**src/rtl/ctrl_cmd_arb.sv**
```systemverilog
// DDR command-bus arbiter: grants one of REF/CAS/PRE/ACT per clock and registers it onto the bus.
// Enforces tRRD, tFAW (four-ACT rolling window) and the tRFC lockout that follows a refresh.
//
// state        | meaning
// ARB_RUN      | arbitrating normally, one grant per clock at most
// ARB_REF_LOCK | refresh in progress, no grants until rfc_cnt reaches 0
module ctrl_cmd_arb #(
    parameter int BANK_W = 4,
    parameter int ROW_W  = 17,
    parameter int COL_W  = 10,
    parameter int TRRD   = 4,
    parameter int TFAW   = 16,
    parameter int TRFC   = 32
) (
    input  logic              CK_t,
    input  logic              reset_n,
    input  logic              ref_req,
    output logic              ref_gnt,
    input  logic              pre_req,
    input  logic [BANK_W-1:0] pre_bank,
    output logic              pre_gnt,
    input  logic              act_req,
    input  logic [BANK_W-1:0] act_bank,
    input  logic [ROW_W-1:0]  act_row,
    output logic              act_gnt,
    input  logic              cas_req,
    input  logic [2:0]        cas_cmd,
    input  logic [BANK_W-1:0] cas_bank,
    input  logic [COL_W-1:0]  cas_col,
    output logic              cas_gnt,
    output logic              cmd_vld,
    output logic [2:0]        cmd_code,
    output logic [BANK_W-1:0] cmd_bank,
    output logic [ROW_W-1:0]  cmd_addr,
    output logic              cas_err,
    output logic              ref_busy
);

    localparam int T_MAX_A = (TRRD > TFAW) ? TRRD : TFAW;
    localparam int T_MAX   = (T_MAX_A > TRFC) ? T_MAX_A : TRFC;
    localparam int CW      = $clog2(T_MAX) + 1;

    localparam logic [2:0] CODE_NOP = 3'd0;
    localparam logic [2:0] CODE_ACT = 3'd1;
    localparam logic [2:0] CODE_PRE = 3'd6;
    localparam logic [2:0] CODE_REF = 3'd7;

    typedef enum logic {
        ARB_RUN      = 1'b0,
        ARB_REF_LOCK = 1'b1
    } arb_state_e;

    arb_state_e        state_q, state_d;
    logic [CW-1:0]     trrd_q, trrd_d;
    logic [CW-1:0]     rfc_q, rfc_d;
    logic [CW-1:0]     faw_q [4];
    logic [CW-1:0]     faw_d [4];

    logic              ref_gnt_q, ref_gnt_d;
    logic              pre_gnt_q, pre_gnt_d;
    logic              act_gnt_q, act_gnt_d;
    logic              cas_gnt_q, cas_gnt_d;
    logic              cmd_vld_q, cmd_vld_d;
    logic [2:0]        cmd_code_q, cmd_code_d;
    logic [BANK_W-1:0] cmd_bank_q, cmd_bank_d;
    logic [ROW_W-1:0]  cmd_addr_q, cmd_addr_d;
    logic              cas_err_q, cas_err_d;
    logic              ref_busy_q, ref_busy_d;

    logic              can_arb;
    logic              cas_cmd_ok;
    logic              faw_free;
    logic [1:0]        faw_sel;
    logic              ref_win, cas_win, pre_win, act_win;

    always_comb begin
        faw_free = 1'b0;
        faw_sel  = 2'd0;
        // Scan high to low so the last hit is the lowest free slot.
        for (int i = 3; i >= 0; i--) begin
            if (faw_q[i] == '0) begin
                faw_free = 1'b1;
                faw_sel  = 2'(i);
            end
        end
    end

    always_comb begin
        cas_cmd_ok = (cas_cmd >= 3'd2) && (cas_cmd <= 3'd5);
        // Lockout releases in the same cycle rfc_cnt hits zero.
        can_arb    = (state_q == ARB_RUN) || (rfc_q == '0);

        ref_win = can_arb && ref_req && !ref_gnt_q;
        cas_win = can_arb && !ref_win && cas_req && cas_cmd_ok && !cas_gnt_q;
        pre_win = can_arb && !ref_win && !cas_win && pre_req && !pre_gnt_q;
        act_win = can_arb && !ref_win && !cas_win && !pre_win && act_req && !act_gnt_q
                  && (trrd_q == '0) && faw_free;
    end

    always_comb begin
        state_d    = state_q;
        ref_gnt_d  = ref_win;
        cas_gnt_d  = cas_win;
        pre_gnt_d  = pre_win;
        act_gnt_d  = act_win;
        cmd_vld_d  = ref_win || cas_win || pre_win || act_win;
        cmd_code_d = CODE_NOP;
        cmd_bank_d = '0;
        cmd_addr_d = '0;
        cas_err_d  = cas_req && !cas_cmd_ok;

        trrd_d = (trrd_q != '0) ? trrd_q - 1'b1 : '0;
        rfc_d  = (rfc_q != '0) ? rfc_q - 1'b1 : '0;
        for (int i = 0; i < 4; i++) begin
            faw_d[i] = (faw_q[i] != '0) ? faw_q[i] - 1'b1 : '0;
        end

        if (ref_win) begin
            cmd_code_d = CODE_REF;
            rfc_d      = CW'(TRFC - 1);
            state_d    = ARB_REF_LOCK;
        end else if (cas_win) begin
            cmd_code_d = cas_cmd;
            cmd_bank_d = cas_bank;
            cmd_addr_d = ROW_W'(cas_col);
        end else if (pre_win) begin
            cmd_code_d = CODE_PRE;
            cmd_bank_d = pre_bank;
        end else if (act_win) begin
            cmd_code_d     = CODE_ACT;
            cmd_bank_d     = act_bank;
            cmd_addr_d     = act_row;
            trrd_d         = CW'(TRRD - 1);
            faw_d[faw_sel] = CW'(TFAW - 1);
        end

        if (!ref_win && (state_q == ARB_REF_LOCK) && (rfc_q == '0)) begin
            state_d = ARB_RUN;
        end

        ref_busy_d = (state_d == ARB_REF_LOCK);
    end

    always_ff @(posedge CK_t or negedge reset_n) begin
        if (!reset_n) begin
            state_q    <= ARB_RUN;
            trrd_q     <= '0;
            rfc_q      <= '0;
            for (int i = 0; i < 4; i++) begin
                faw_q[i] <= '0;
            end
            ref_gnt_q  <= 1'b0;
            pre_gnt_q  <= 1'b0;
            act_gnt_q  <= 1'b0;
            cas_gnt_q  <= 1'b0;
            cmd_vld_q  <= 1'b0;
            cmd_code_q <= CODE_NOP;
            cmd_bank_q <= '0;
            cmd_addr_q <= '0;
            cas_err_q  <= 1'b0;
            ref_busy_q <= 1'b0;
        end else begin
            state_q    <= state_d;
            trrd_q     <= trrd_d;
            rfc_q      <= rfc_d;
            for (int i = 0; i < 4; i++) begin
                faw_q[i] <= faw_d[i];
            end
            ref_gnt_q  <= ref_gnt_d;
            pre_gnt_q  <= pre_gnt_d;
            act_gnt_q  <= act_gnt_d;
            cas_gnt_q  <= cas_gnt_d;
            cmd_vld_q  <= cmd_vld_d;
            cmd_code_q <= cmd_code_d;
            cmd_bank_q <= cmd_bank_d;
            cmd_addr_q <= cmd_addr_d;
            cas_err_q  <= cas_err_d;
            ref_busy_q <= ref_busy_d;
        end
    end

    assign ref_gnt  = ref_gnt_q;
    assign pre_gnt  = pre_gnt_q;
    assign act_gnt  = act_gnt_q;
    assign cas_gnt  = cas_gnt_q;
    assign cmd_vld  = cmd_vld_q;
    assign cmd_code = cmd_code_q;
    assign cmd_bank = cmd_bank_q;
    assign cmd_addr = cmd_addr_q;
    assign cas_err  = cas_err_q;
    assign ref_busy = ref_busy_q;

endmodule

```
**config.mk**
```make
export PLATFORM = sky130hd
export DESIGN_NAME = ctrl_cmd_arb
export DESIGN_NICKNAME = d
export VERILOG_FILES = /design/src/rtl/ctrl_cmd_arb.sv
export SDC_FILE = /design/constraint.sdc
export NUM_CORES = 1
export LEC_CHECK = 0
export BUFFER_PORTS_ARGS = -buffer_cell sky130_fd_sc_hd__buf_2
export CORE_ASPECT_RATIO = 0.5
export CORE_UTILIZATION = 30
export CTS_CLUSTER_SIZE = 20
export DETAILED_ROUTE_END_ITERATION = 7
export GPL_TIMING_DRIVEN = 0
export PLACE_DENSITY_LB_ADDON = 0.3
export SLEW_MARGIN = 20
export SYNTH_ARGS = -nofsm -noshare
export SYNTH_HDL_FRONTEND = slang
export SYNTH_SLANG_ARGS = --single-unit
export TNS_END_PERCENT = 1
```
**constraint.sdc**
```tcl
create_clock -name CK_t -period 2 [get_ports CK_t]
set_input_delay 0.6 -clock CK_t [delete_from_list [all_inputs] [get_ports CK_t]]
set_output_delay 0.6 -clock CK_t [all_outputs]
set_load 0.05 [all_outputs]
```
==> results of run 1 <==
==> worst max-delay path by stage <==
stage,startpoint,end,slack (ns),depth (start not counted)
after floorplan,rfc_q[1],cmd_bank[0],-0.02,9
after detailed placement,act_req,cmd_bank[3],-0.46,8
after global routing,rfc_q[1],cmd_addr[9],-0.12,8
final,rfc_q[1],cmd_addr[9],-0.04,8
after CTS,rfc_q[0],cmd_bank[0],-0.0007,9
after global placement,act_req,cmd_bank[0],-0.45,8
==> routing by layer <==
metal / wire, µm / global-route usage [%]
met2: 3340 / 21.1
met3: 165 / 4.66
met1: 3120 / 17.7
met4: 31 / 6.03
met5: 0 / 0
==> cell families after synthesis <==
kind of cell               Yosys count  share of synthesized area, %
and+or+nand+nor                     99                          19.6
DFF                                 67                          55.9
AOI/OAI and AO/OA                   58                          13.2
buffers and inverters               21                          3.67
xor gates and xnor gates            11                          3.22
adders and majority gates            7                          2.92
muxes                                4                          1.38
==> power breakdown <==
group	switching (mW)	leakage, nW	internal, mW
logic	0.0783	1.10	0.0596
clock network	0.532	0.137	0.902
registers	0.000255	0.914	1.36
==> worst register-to-register path: stages (launching register included) <==
cell       delay (ns)
dfrtp_1          0.39
inv_2            0.07
ha_4             0.14
or2b_4           0.27
o21a_4           0.25
nor4_4           0.29
and2_4           0.28
clkbuf_16        0.17
a22o_1           0.12
==> area by class of cell <==
cell class / count / share of cell area [%]
Tap cell: 135 / 4.12
Timing Repair Buffer: 98 / 14.2
Sequential cell: 67 / 40.9
Inverter: 16 / 1.47
Buffer: 4 / 0.947
Multi-Input combinational cell: 179 / 31.7
Clock inverter: 2 / 0.244
Clock buffer: 14 / 6.44
==> cells in the final DEF, fill, tap and decap left out, types with 8 or more instances in the layout <==
| cell type | Yosys | layout |
|---|---|---|
| nor3_1 | 12 | 12 |
| xnor2_1 | 8 | 8 |
| nand2b_1 | 10 | 10 |
| inv_1 | 16 | 13 |
| buf_4 | 1 | 21 |
| dfrtp_1 | 67 | 66 |
| buf_2 | 0 | 77 |
| nor2_1 | 17 | 15 |
| and3_1 | 8 | 8 |
| a21oi_1 | 9 | 9 |
| clkbuf_16 | 0 | 10 |
| nand2_1 | 16 | 15 |
| o21ai_0 | 21 | 18 |
==> state kept, by name (all words and copies together), names as in the netlist <==
register	count
faw_q	24
cmd_addr	17
rfc_q	6
trrd_q	6
cmd_bank	4
cmd_code	3
act_gnt	1
cas_err	1
cas_gnt	1
cmd_vld	1
pre_gnt	1
ref_busy	1
ref_gnt	1
==> what timing repair did <==
item,4_1_cts,5_1_grt
buffers inserted,10,8
gates cloned,0,1
endpoints found under the setup margin,41,31
pin swaps,7,5
resized for setup,7,14
==> summary.txt, run 1 <==
Outcome -> finished with violations
Violated checks -> setup timing
Rows -> 25
Post-synth ARST share -> 100%
Fin Setup TNS -> -0.0991 ns
Area Overhead vs Synth -> 36.7%
Worst reg-to-reg path cell count -> 8
Synth Flop Type -> dfrtp_1
Layout Cells excl Fill -> 515
DRC viols -> 0
Pin count of the biggest net entering global routing -> 48
Die Wd -> 143 µm
Critical Path Source Type -> flip-flop
Layout cell share with drive strength beyond 1 -> 41.1%
Placed cell count -> 481
Number of global-route vias before repair -> 2,179
Reg2Reg Launch Point -> rfc_q[1]
Syn avg cell area -> 11.2 µm²
Drt pass-1 iters -> 4
Buf+Inv Stages, Crit Path -> 2
Core area -> 9570 µm²
Post-synth top area share -> 55.9%
Type of the worst min-delay path -> primary input to asynchronous set/reset pin
Initial antenna violation count -> 0
Die area -> 10,400 µm²
Number of enable flip-flop cells after synthesis -> 0
Count leader, synth -> dfrtp_1
Clock latency on the worst-skew pair -> 0.33 ns
Synth cell count leaders -> dfrtp_1, o21ai_0, nor2_1
Slew @ Worst Pin -> 0.657 ns
Final instance area -> 4100 µm²
H-tree depth -> 3
Reg-to-reg setup timing slack -> -0.04 ns
VDD IR max -> 0.000383 V
Setup crit end kind -> flip-flop
GRT Overall Usage -> 13.7%
Net count after synthesis -> 322
CP max-delay cell -> dfrtp_1
Detailed-route via count -> 2,285
Die Ht -> 72.7 µm
GPL Wtd Cong -> 0.773
Vias per cell -> 4.44
Worst path max stage delay -> 0.39 ns
Worst Path Arrival -> 2.30 ns
Crit Path Category -> flip-flop to flip-flop
Power Total -> 2.93 mW
Fin util -> 42.8%
CTS buffer count -> 9
Leak -> 2.15 nW
Synth top area cells -> dfrtp_1, o21ai_0, ha_1
Post-synthesis cell count -> 267
Cts hold-fix bufs -> 0
Cell area after synthesis -> 3000 µm²
Clk sinks -> 67
Place WS -> -0.463 ns
Reg-to-Reg End -> cmd_addr[9]
Setup Skew -> 0.00811 ns
Final hold vios -> 0
CTS tree -> done
Drt wl/cell -> 12.9 µm
Post-route setup slack -> -0.0370 ns
I/O Buffers -> 78
Final period util -> 102%
Total grt overflow -> 0
Fill count -> 948
Clock root cell -> clkbuf_16
Clock Pin Slew Worst Setup and Hold Paths -> 0.05 ns
Synthesis Warnings -> 0
Ant diodes -> 0
Hold WS -> 0.174 ns
Achievable Freq -> 491 MHz
Top delay family on crit path -> simple AND/OR/NAND/NOR gates
PD cells -> 715 nW/µm²
Synth Register Bits -> 67
CP max FO -> 8
CP Data Required Time -> 2.26 ns
Hpwl dp -> 4610 µm
Yosys top cell by area -> dfrtp_1
Final Slew Violations -> 0
Storage cell area -> 1680 µm²
Maxcap violations -> 0
IO Count -> 79
Slew Limit Headroom -> 55.7%
Crit path time final -> 2.04 ns
Dpl cell area -> 3600 µm²
Final nets -> 430
DRT antenna net count -> 0
Cells along the critical path -> inv_2, ha_4, or2b_4, o21a_4, nor4_4, and2_4, clkbuf_16, a22o_1
Final WL -> 6650 µm
Sequential area share after synthesis -> 55.9%
Starting density of the core -> 31.3%
Final setup viols -> 4
Synth unique cells -> 51
RSZ-0062 raised after global routing -> yes
Longest Clk Path Bufs -> 2
DR iter-0 viols -> 118
Multi-input logic area -> 1300 µm²
First-pass GRT wire length -> 10,700 µm
No activity file was read; power rests on OpenSTA's default activity.
==> run 2: changes to the inputs <==
--- a/config.mk
+++ b/config.mk
@@ -8,6 +8,7 @@
 export BUFFER_PORTS_ARGS = -buffer_cell sky130_fd_sc_hd__buf_2
 export CORE_ASPECT_RATIO = 0.5
 export CORE_UTILIZATION = 30
+export CTS_BUF_LIST = sky130_fd_sc_hd__clkbuf_16
 export CTS_CLUSTER_SIZE = 20
 export DETAILED_ROUTE_END_ITERATION = 7
 export GPL_TIMING_DRIVEN = 0
==> run 2 against run 1 <==
Effect of this change:
- the flow still finishes with violations (setup timing)
- non-clock buffer count decreased by 2
- highest routed layer unchanged
- worst hold slack got worse by 0.0072 ns
- critical endpoint unchanged
- power decreased by 3.0%
==> summary.txt, run 2 (same netlist as run 1, synthesis figures left out) <==
Reg-to-reg setup timing slack -> -0.04 ns (about the same)
Crit path time final -> 2.04 ns (about the same)
GRT Overall Usage -> 13.7% (about the same)
Worst path max stage delay -> 0.39 ns (about the same)
Die area -> 10,400 µm² (unchanged)
Worst Path Arrival -> 2.31 ns (was 2.30 ns)
Crit Path Category -> flip-flop to flip-flop (unchanged)
DRT antenna net count -> 0 (unchanged)
Most frequent cells in the layout -> buf_2, dfrtp_1, o21ai_0, buf_4, inv_1 (was buf_2, dfrtp_1, buf_4)
Outcome -> finished with violations (unchanged)
Final Slew Violations -> 0 (unchanged)
CP max-delay cell -> dfrtp_1 (unchanged)
Fin Setup TNS -> -0.117 ns (was -0.0991 ns)
Clock latency on the worst-skew pair -> 0.33 ns (about the same)
Ant diodes -> 0 (unchanged)
GPL Wtd Cong -> 0.773 (unchanged)
DR iter-0 viols -> 118 (unchanged)
Reg2Reg Launch Point -> rfc_q[1] (unchanged)
Drt pass-1 iters -> 4 (unchanged)
Rows -> 25 (unchanged)
H-tree depth -> 3 (unchanged)
CTS tree -> done (unchanged)
Final nets -> 428 (was 430)
First-pass GRT wire length -> 10,700 µm (about the same)
CTS buffer count -> 9 (unchanged)
Post-route setup slack -> -0.0407 ns (was -0.0370 ns)
Critical Path Source Type -> flip-flop (unchanged)
I/O Buffers -> 78 (unchanged)
Clock root cell -> clkbuf_16 (unchanged)
Maxcap violations -> 0 (unchanged)
Largest reg by FF count -> faw_q (unchanged)
Layout cell share with drive strength beyond 1 -> 40.7% (was 41.1%)
Hold WS -> 0.166 ns (was 0.174 ns)
Vias per cell -> 4.46 (was 4.44)
Pin count of the biggest net entering global routing -> 48 (unchanged)
Setup Skew -> 0.00457 ns (was 0.00811 ns)
Worst reg-to-reg path cell count -> 8 (unchanged)
CP Data Required Time -> 2.26 ns (about the same)
Total grt overflow -> 0 (unchanged)
Final period util -> 102% (about the same)
Final setup viols -> 5 (was 4)
Setup crit end kind -> flip-flop (unchanged)
VDD IR max -> 0.000391 V (was 0.000383 V)
Die Ht -> 72.7 µm (unchanged)
Final WL -> 6640 µm (was 6650 µm)
Clock Pin Slew Worst Setup and Hold Paths -> 0.05 ns (about the same)
RSZ-0062 raised after global routing -> yes (unchanged)
Achievable Freq -> 490 MHz (was 491 MHz)
Type of the worst min-delay path -> primary input to asynchronous set/reset pin (unchanged)
Cts hold-fix bufs -> 0 (unchanged)
Final hold vios -> 0 (unchanged)
Number of global-route vias before repair -> 2,166 (was 2,179)
Drt wl/cell -> 12.9 µm (about the same)
Slew Limit Headroom -> 55.8% (was 55.7%)
Reg-to-Reg End -> cmd_addr[9] (unchanged)
Longest Clk Path Bufs -> 2 (unchanged)
Violated checks -> setup timing (unchanged)
CP max FO -> 8 (unchanged)
DRC viols -> 0 (unchanged)
Fill count -> 948 (unchanged)
PD cells -> 699 nW/µm² (was 715 nW/µm²)
Leak -> 2.14 nW (was 2.15 nW)
IO Count -> 79 (unchanged)
Initial antenna violation count -> 0 (unchanged)
Hpwl dp -> 4610 µm (unchanged)
Cells along the critical path -> inv_2, ha_4, or2b_4, o21a_4, nor4_4, and2_4, clkbuf_16, a22o_1 (unchanged)
Commonest non-fill, non-tap cell in the layout -> buf_2 (unchanged)
Area Overhead vs Synth -> 35.8% (was 36.7%)
Detailed-route via count -> 2,287 (was 2,285)
Starting density of the core -> 31.3% (unchanged)
Power Total -> 2.84 mW (was 2.93 mW)
Die Wd -> 143 µm (unchanged)
Core area -> 9570 µm² (unchanged)
Largest register FFs -> 24 (unchanged)
Slew @ Worst Pin -> 0.656 ns (was 0.657 ns)
Clk sinks -> 67 (unchanged)
[run 2: critical path, delay by kind of cell, from the launching register on]
family	cells	cell delay [ns]
AO/OA/AOI/OAI	2	0.37
adder cells (fa/ha/maj)	1	0.14
buffers and inverters	2	0.23
flip-flops	1	0.39
AND/OR/NAND/NOR	3	0.83
[run 2: worst max-delay path by stage]
| stage | start | endpoint |
|---|---|---|
| after detailed placement | act_req | cmd_bank[3] |
| after CTS | rfc_q[0] | cmd_bank[0] |
| after global placement | act_req | cmd_bank[0] |
| after global routing | rfc_q[1] | cmd_addr[9] |
| final | rfc_q[1] | cmd_addr[9] |
| after floorplan | rfc_q[1] | cmd_bank[0] |
[run 2: per-stage QoR]
stage	instance area (µm²)	std cells	setup WS [ns]	utilization [%]
floorplan	3010	267	-0.0191	-
global placement	3570	480	-0.445	37.3
detailed placement	3600	481	-0.463	37.6
CTS	3960	506	-0.000281	41.3
global route	4070	513	-0.125	42.5
finish	4070	513	-0.0407	42.5
[run 2: report_power, final]
part | switching, mW | internal, mW
Combinational | 0.0786 | 0.0596
Clock | 0.536 | 0.810
Sequential | 0.000270 | 1.36
Total | 0.615 | 2.23
[run 2: repair_timing]
item	in CTS	in global routing
gates resized for setup	8	12
pin swaps	7	5
endpoints found under the setup margin	41	31
cloned	0	1
setup buffers	9	7
[run 2: area by class of cell]
cell class	instances	area (µm²)	area share [%]
plain buffers	4	36.3	0.892
clock buffers	9	225	5.54
clock inverters	7	28.8	0.707
inverters	16	60.1	1.48
multi-input cells	179	1310	32.1
flip-flops and latches	67	1680	41.2
well taps	135	169	4.15
repair buffers	96	566	13.9
[run 2: metal layers]
| metal | vias to the layer above | global-route usage, % | wire [µm] | part of all wire [%] |
|---|---|---|---|---|
| met4 | 0 | 6.26 | 99 | 1.5 |
| met2 | 23 | 21.0 | 3250 | 49 |
| li1 | 1157 | - | - | - |
| met5 | - | 0 | 0 | 0 |
| met1 | 1097 | 17.5 | 3060 | 46 |
| met3 | 10 | 4.66 | 223 | 3.4 |
==> run 3: changes to the inputs <==
--- a/config.mk
+++ b/config.mk
@@ -5,10 +5,9 @@
 export SDC_FILE = /design/constraint.sdc
 export NUM_CORES = 1
 export LEC_CHECK = 0
-export BUFFER_PORTS_ARGS = -buffer_cell sky130_fd_sc_hd__buf_2
+export BUFFER_PORTS_ARGS = -buffer_cell sky130_fd_sc_hd__buf_4
 export CORE_ASPECT_RATIO = 0.5
 export CORE_UTILIZATION = 30
-export CTS_BUF_LIST = sky130_fd_sc_hd__clkbuf_16
 export CTS_CLUSTER_SIZE = 20
 export DETAILED_ROUTE_END_ITERATION = 7
 export GPL_TIMING_DRIVEN = 0
==> run 3 against run 2 <==
Effect of this change:
- the flow still finishes with violations (setup timing)
- sequential power about the same
- global-route usage grew 0.18 points
- non-clock buffer count is 6 lower
- maximum frequency decreased by 2.2%
- cell count shrank 0.97%
- flip-flop and latch count did not move
- clock power up 15%
- sequential share of layout area is 1.9 points lower
- power grew 7.9%
- routed wire length is 3.5% higher
- combinational power rose by 12%
- cell area rose by 4.9%
==> summary.txt, run 3 (same netlist as run 1, synthesis figures left out) <==
Area Overhead vs Synth -> 42.4% (was 35.8%)
Slew Limit Headroom -> 42.6% (was 55.8%)
GRT Overall Usage -> 13.9% (was 13.7%)
Drt pass-1 iters -> 4 (unchanged)
Final setup viols -> 13 (was 5)
Largest register FFs -> 24 (unchanged)
Worst reg-to-reg path cell count -> 8 (unchanged)
Clock latency on the worst-skew pair -> 0.33 ns (about the same)
Final hold vios -> 0 (unchanged)
Core area -> 9570 µm² (unchanged)
Most frequent cells in the layout -> buf_4, dfrtp_1, nor2_1 (was buf_2, dfrtp_1, o21ai_0, buf_4, inv_1)
Total grt overflow -> 0 (unchanged)
I/O Buffers -> 78 (unchanged)
Clk sinks -> 67 (unchanged)
First-pass GRT wire length -> 10,800 µm (was 10,700 µm)
IO Count -> 79 (unchanged)
CP max-delay cell -> dfrtp_1 (unchanged)
Fill count -> 920 (was 948)
CTS buffer count -> 9 (unchanged)
DRT antenna net count -> 0 (unchanged)
Final period util -> 104% (was 102%)
Clock root cell -> clkbuf_16 (unchanged)
Achievable Freq -> 479 MHz (was 490 MHz)
Cells along the critical path -> inv_2, ha_4, or2b_4, o21a_4, nor4_4, and2_4, clkbuf_16, a22o_1 (unchanged)
VDD IR max -> 0.000363 V (was 0.000391 V)
Reg-to-reg setup timing slack -> -0.09 ns (was -0.04 ns)
Multi-input logic area -> 1330 µm² (was 1310 µm²)
DR iter-0 viols -> 106 (was 118)
RSZ-0062 raised after global routing -> yes (unchanged)
Fin util -> 44.6% (was 42.5%)
Die Wd -> 143 µm (unchanged)
Worst Path Arrival -> 2.36 ns (was 2.31 ns)
Rows -> 25 (unchanged)
PD cells -> 719 nW/µm² (was 699 nW/µm²)
Detailed-route via count -> 2,271 (was 2,287)
Die Ht -> 72.7 µm (unchanged)
Die area -> 10,400 µm² (unchanged)
GPL Wtd Cong -> 0.822 (was 0.773)
Leak -> 2.16 nW (was 2.14 nW)
Maxcap violations -> 0 (unchanged)
Hpwl dp -> 4770 µm (was 4610 µm)
Violated checks -> setup timing (unchanged)
Largest reg by FF count -> faw_q (unchanged)
Worst path max stage delay -> 0.41 ns (was 0.39 ns)
CP max FO -> 5 (was 8)
H-tree depth -> 3 (unchanged)
Type of the worst min-delay path -> primary input to asynchronous set/reset pin (unchanged)
Layout cell share with drive strength beyond 1 -> 41.3% (was 40.7%)
Vias per cell -> 4.47 (was 4.46)
Storage cell area -> 1680 µm² (unchanged)
Final WL -> 6870 µm (was 6640 µm)
CP Data Required Time -> 2.27 ns (was 2.26 ns)
Pin count of the biggest net entering global routing -> 68 (was 48)
Reg-to-Reg End -> cmd_addr[9] (unchanged)
Setup Skew -> 0.00655 ns (was 0.00457 ns)
Clock Pin Slew Worst Setup and Hold Paths -> 0.05 ns (about the same)
Outcome -> finished with violations (unchanged)
Crit Path Category -> flip-flop to flip-flop (unchanged)
Ant diodes -> 0 (unchanged)
Drt wl/cell -> 13.5 µm (was 12.9 µm)
Post-route setup slack -> -0.0874 ns (was -0.0407 ns)
Slew @ Worst Pin -> 0.860 ns (was 0.656 ns)
Cts hold-fix bufs -> 0 (unchanged)
Reg2Reg Launch Point -> rfc_q[0] (was rfc_q[1])
Setup crit end kind -> flip-flop (unchanged)
Fin Setup TNS -> -0.709 ns (was -0.117 ns)
CTS tree -> done (unchanged)
Starting density of the core -> 31.3% (unchanged)
Top delay family on crit path -> simple AND/OR/NAND/NOR gates (unchanged)
Buf+Inv Stages, Crit Path -> 2 (unchanged)
Longest Clk Path Bufs -> 2 (unchanged)
Initial antenna violation count -> 0 (unchanged)
Final Slew Violations -> 0 (unchanged)
Commonest non-fill, non-tap cell in the layout -> buf_4 (was buf_2)
Critical Path Source Type -> flip-flop (unchanged)
Placed cell count -> 480 (was 481)
Crit path time final -> 2.09 ns (was 2.04 ns)
Layout Cells excl Fill -> 508 (was 513)
Final nets -> 423 (was 428)
Number of global-route vias before repair -> 2,184 (was 2,166)
DRC viols -> 0 (unchanged)
-- run 3: layer usage --
metal | wire length (µm) | part of all wire [%] | vias to the layer above | GRT usage [%]
met5 | 0 | 0 | - | 0
met4 | 185 | 2.7 | 0 | 6.86
met3 | 205 | 3.0 | 14 | 4.27
met2 | 3320 | 48 | 30 | 21.0
met1 | 3160 | 46 | 1078 | 18.1
li1 | - | - | 1149 | -
-- run 3: worst max path at each step --
stage,startpoint,cells after the start,slack [ns],endpoint
finish,rfc_q[0],8,-0.09,cmd_addr[9]
global route,rfc_q[0],8,-0.20,cmd_addr[9]
CTS,rfc_q[0],9,-0.06,cmd_bank[3]
detailed placement,act_req,8,-0.43,cmd_bank[3]
global placement,act_req,8,-0.42,cmd_bank[0]
floorplan,rfc_q[1],9,-0.02,cmd_bank[0]
-- run 3: area by class of cell --
cell class	instances	area share [%]
Clock buffer	11	5.69
Buffer	4	0.909
Multi-Input combinational cell	180	31.2
Sequential cell	67	39.3
Tap cell	135	3.96
Inverter	16	1.41
Clock inverter	5	1.23
Timing Repair Buffer	90	16.3
-- run 3: what timing repair did --
action | CTS | global route
setup buffers | 3 | 8
endpoints found under the setup margin | 41 | 39
resized for setup | 8 | 20
endpoints found under the hold margin | 0 | 0
pin swaps | 6 | 9
cloned | 0 | 2
-- run 3: metrics by stage --
stage	hold WS (ns)	cell area (µm²)	worst slack (ns)	power, mW
finish	0.384	4270	-0.0874	3.07
global route	0.458	4270	-0.203	3.17
CTS	0.421	4120	-0.0551	3.11
detailed placement	0.479	3770	-0.427	1.53
global placement	0.471	3770	-0.419	1.53
floorplan	0.304	3010	-0.0191	1.42
-- run 3: report_power, final --
group | switching (mW) | internal [mW] | total (mW)
Clock | 0.563 | 0.991 | 1.55
Combinational | 0.0749 | 0.0794 | 0.154
Sequential | 0.000406 | 1.36 | 1.36
-- run 3: worst reg2reg max path, cell delays in order, from the launching register on --
cell and delay [ns]:
dfrtp_1 0.41, inv_2 0.08, ha_4 0.13, or2b_4 0.26
o21a_4 0.24, nor4_4 0.34, and2_4 0.28, clkbuf_16 0.17
a22o_1 0.11
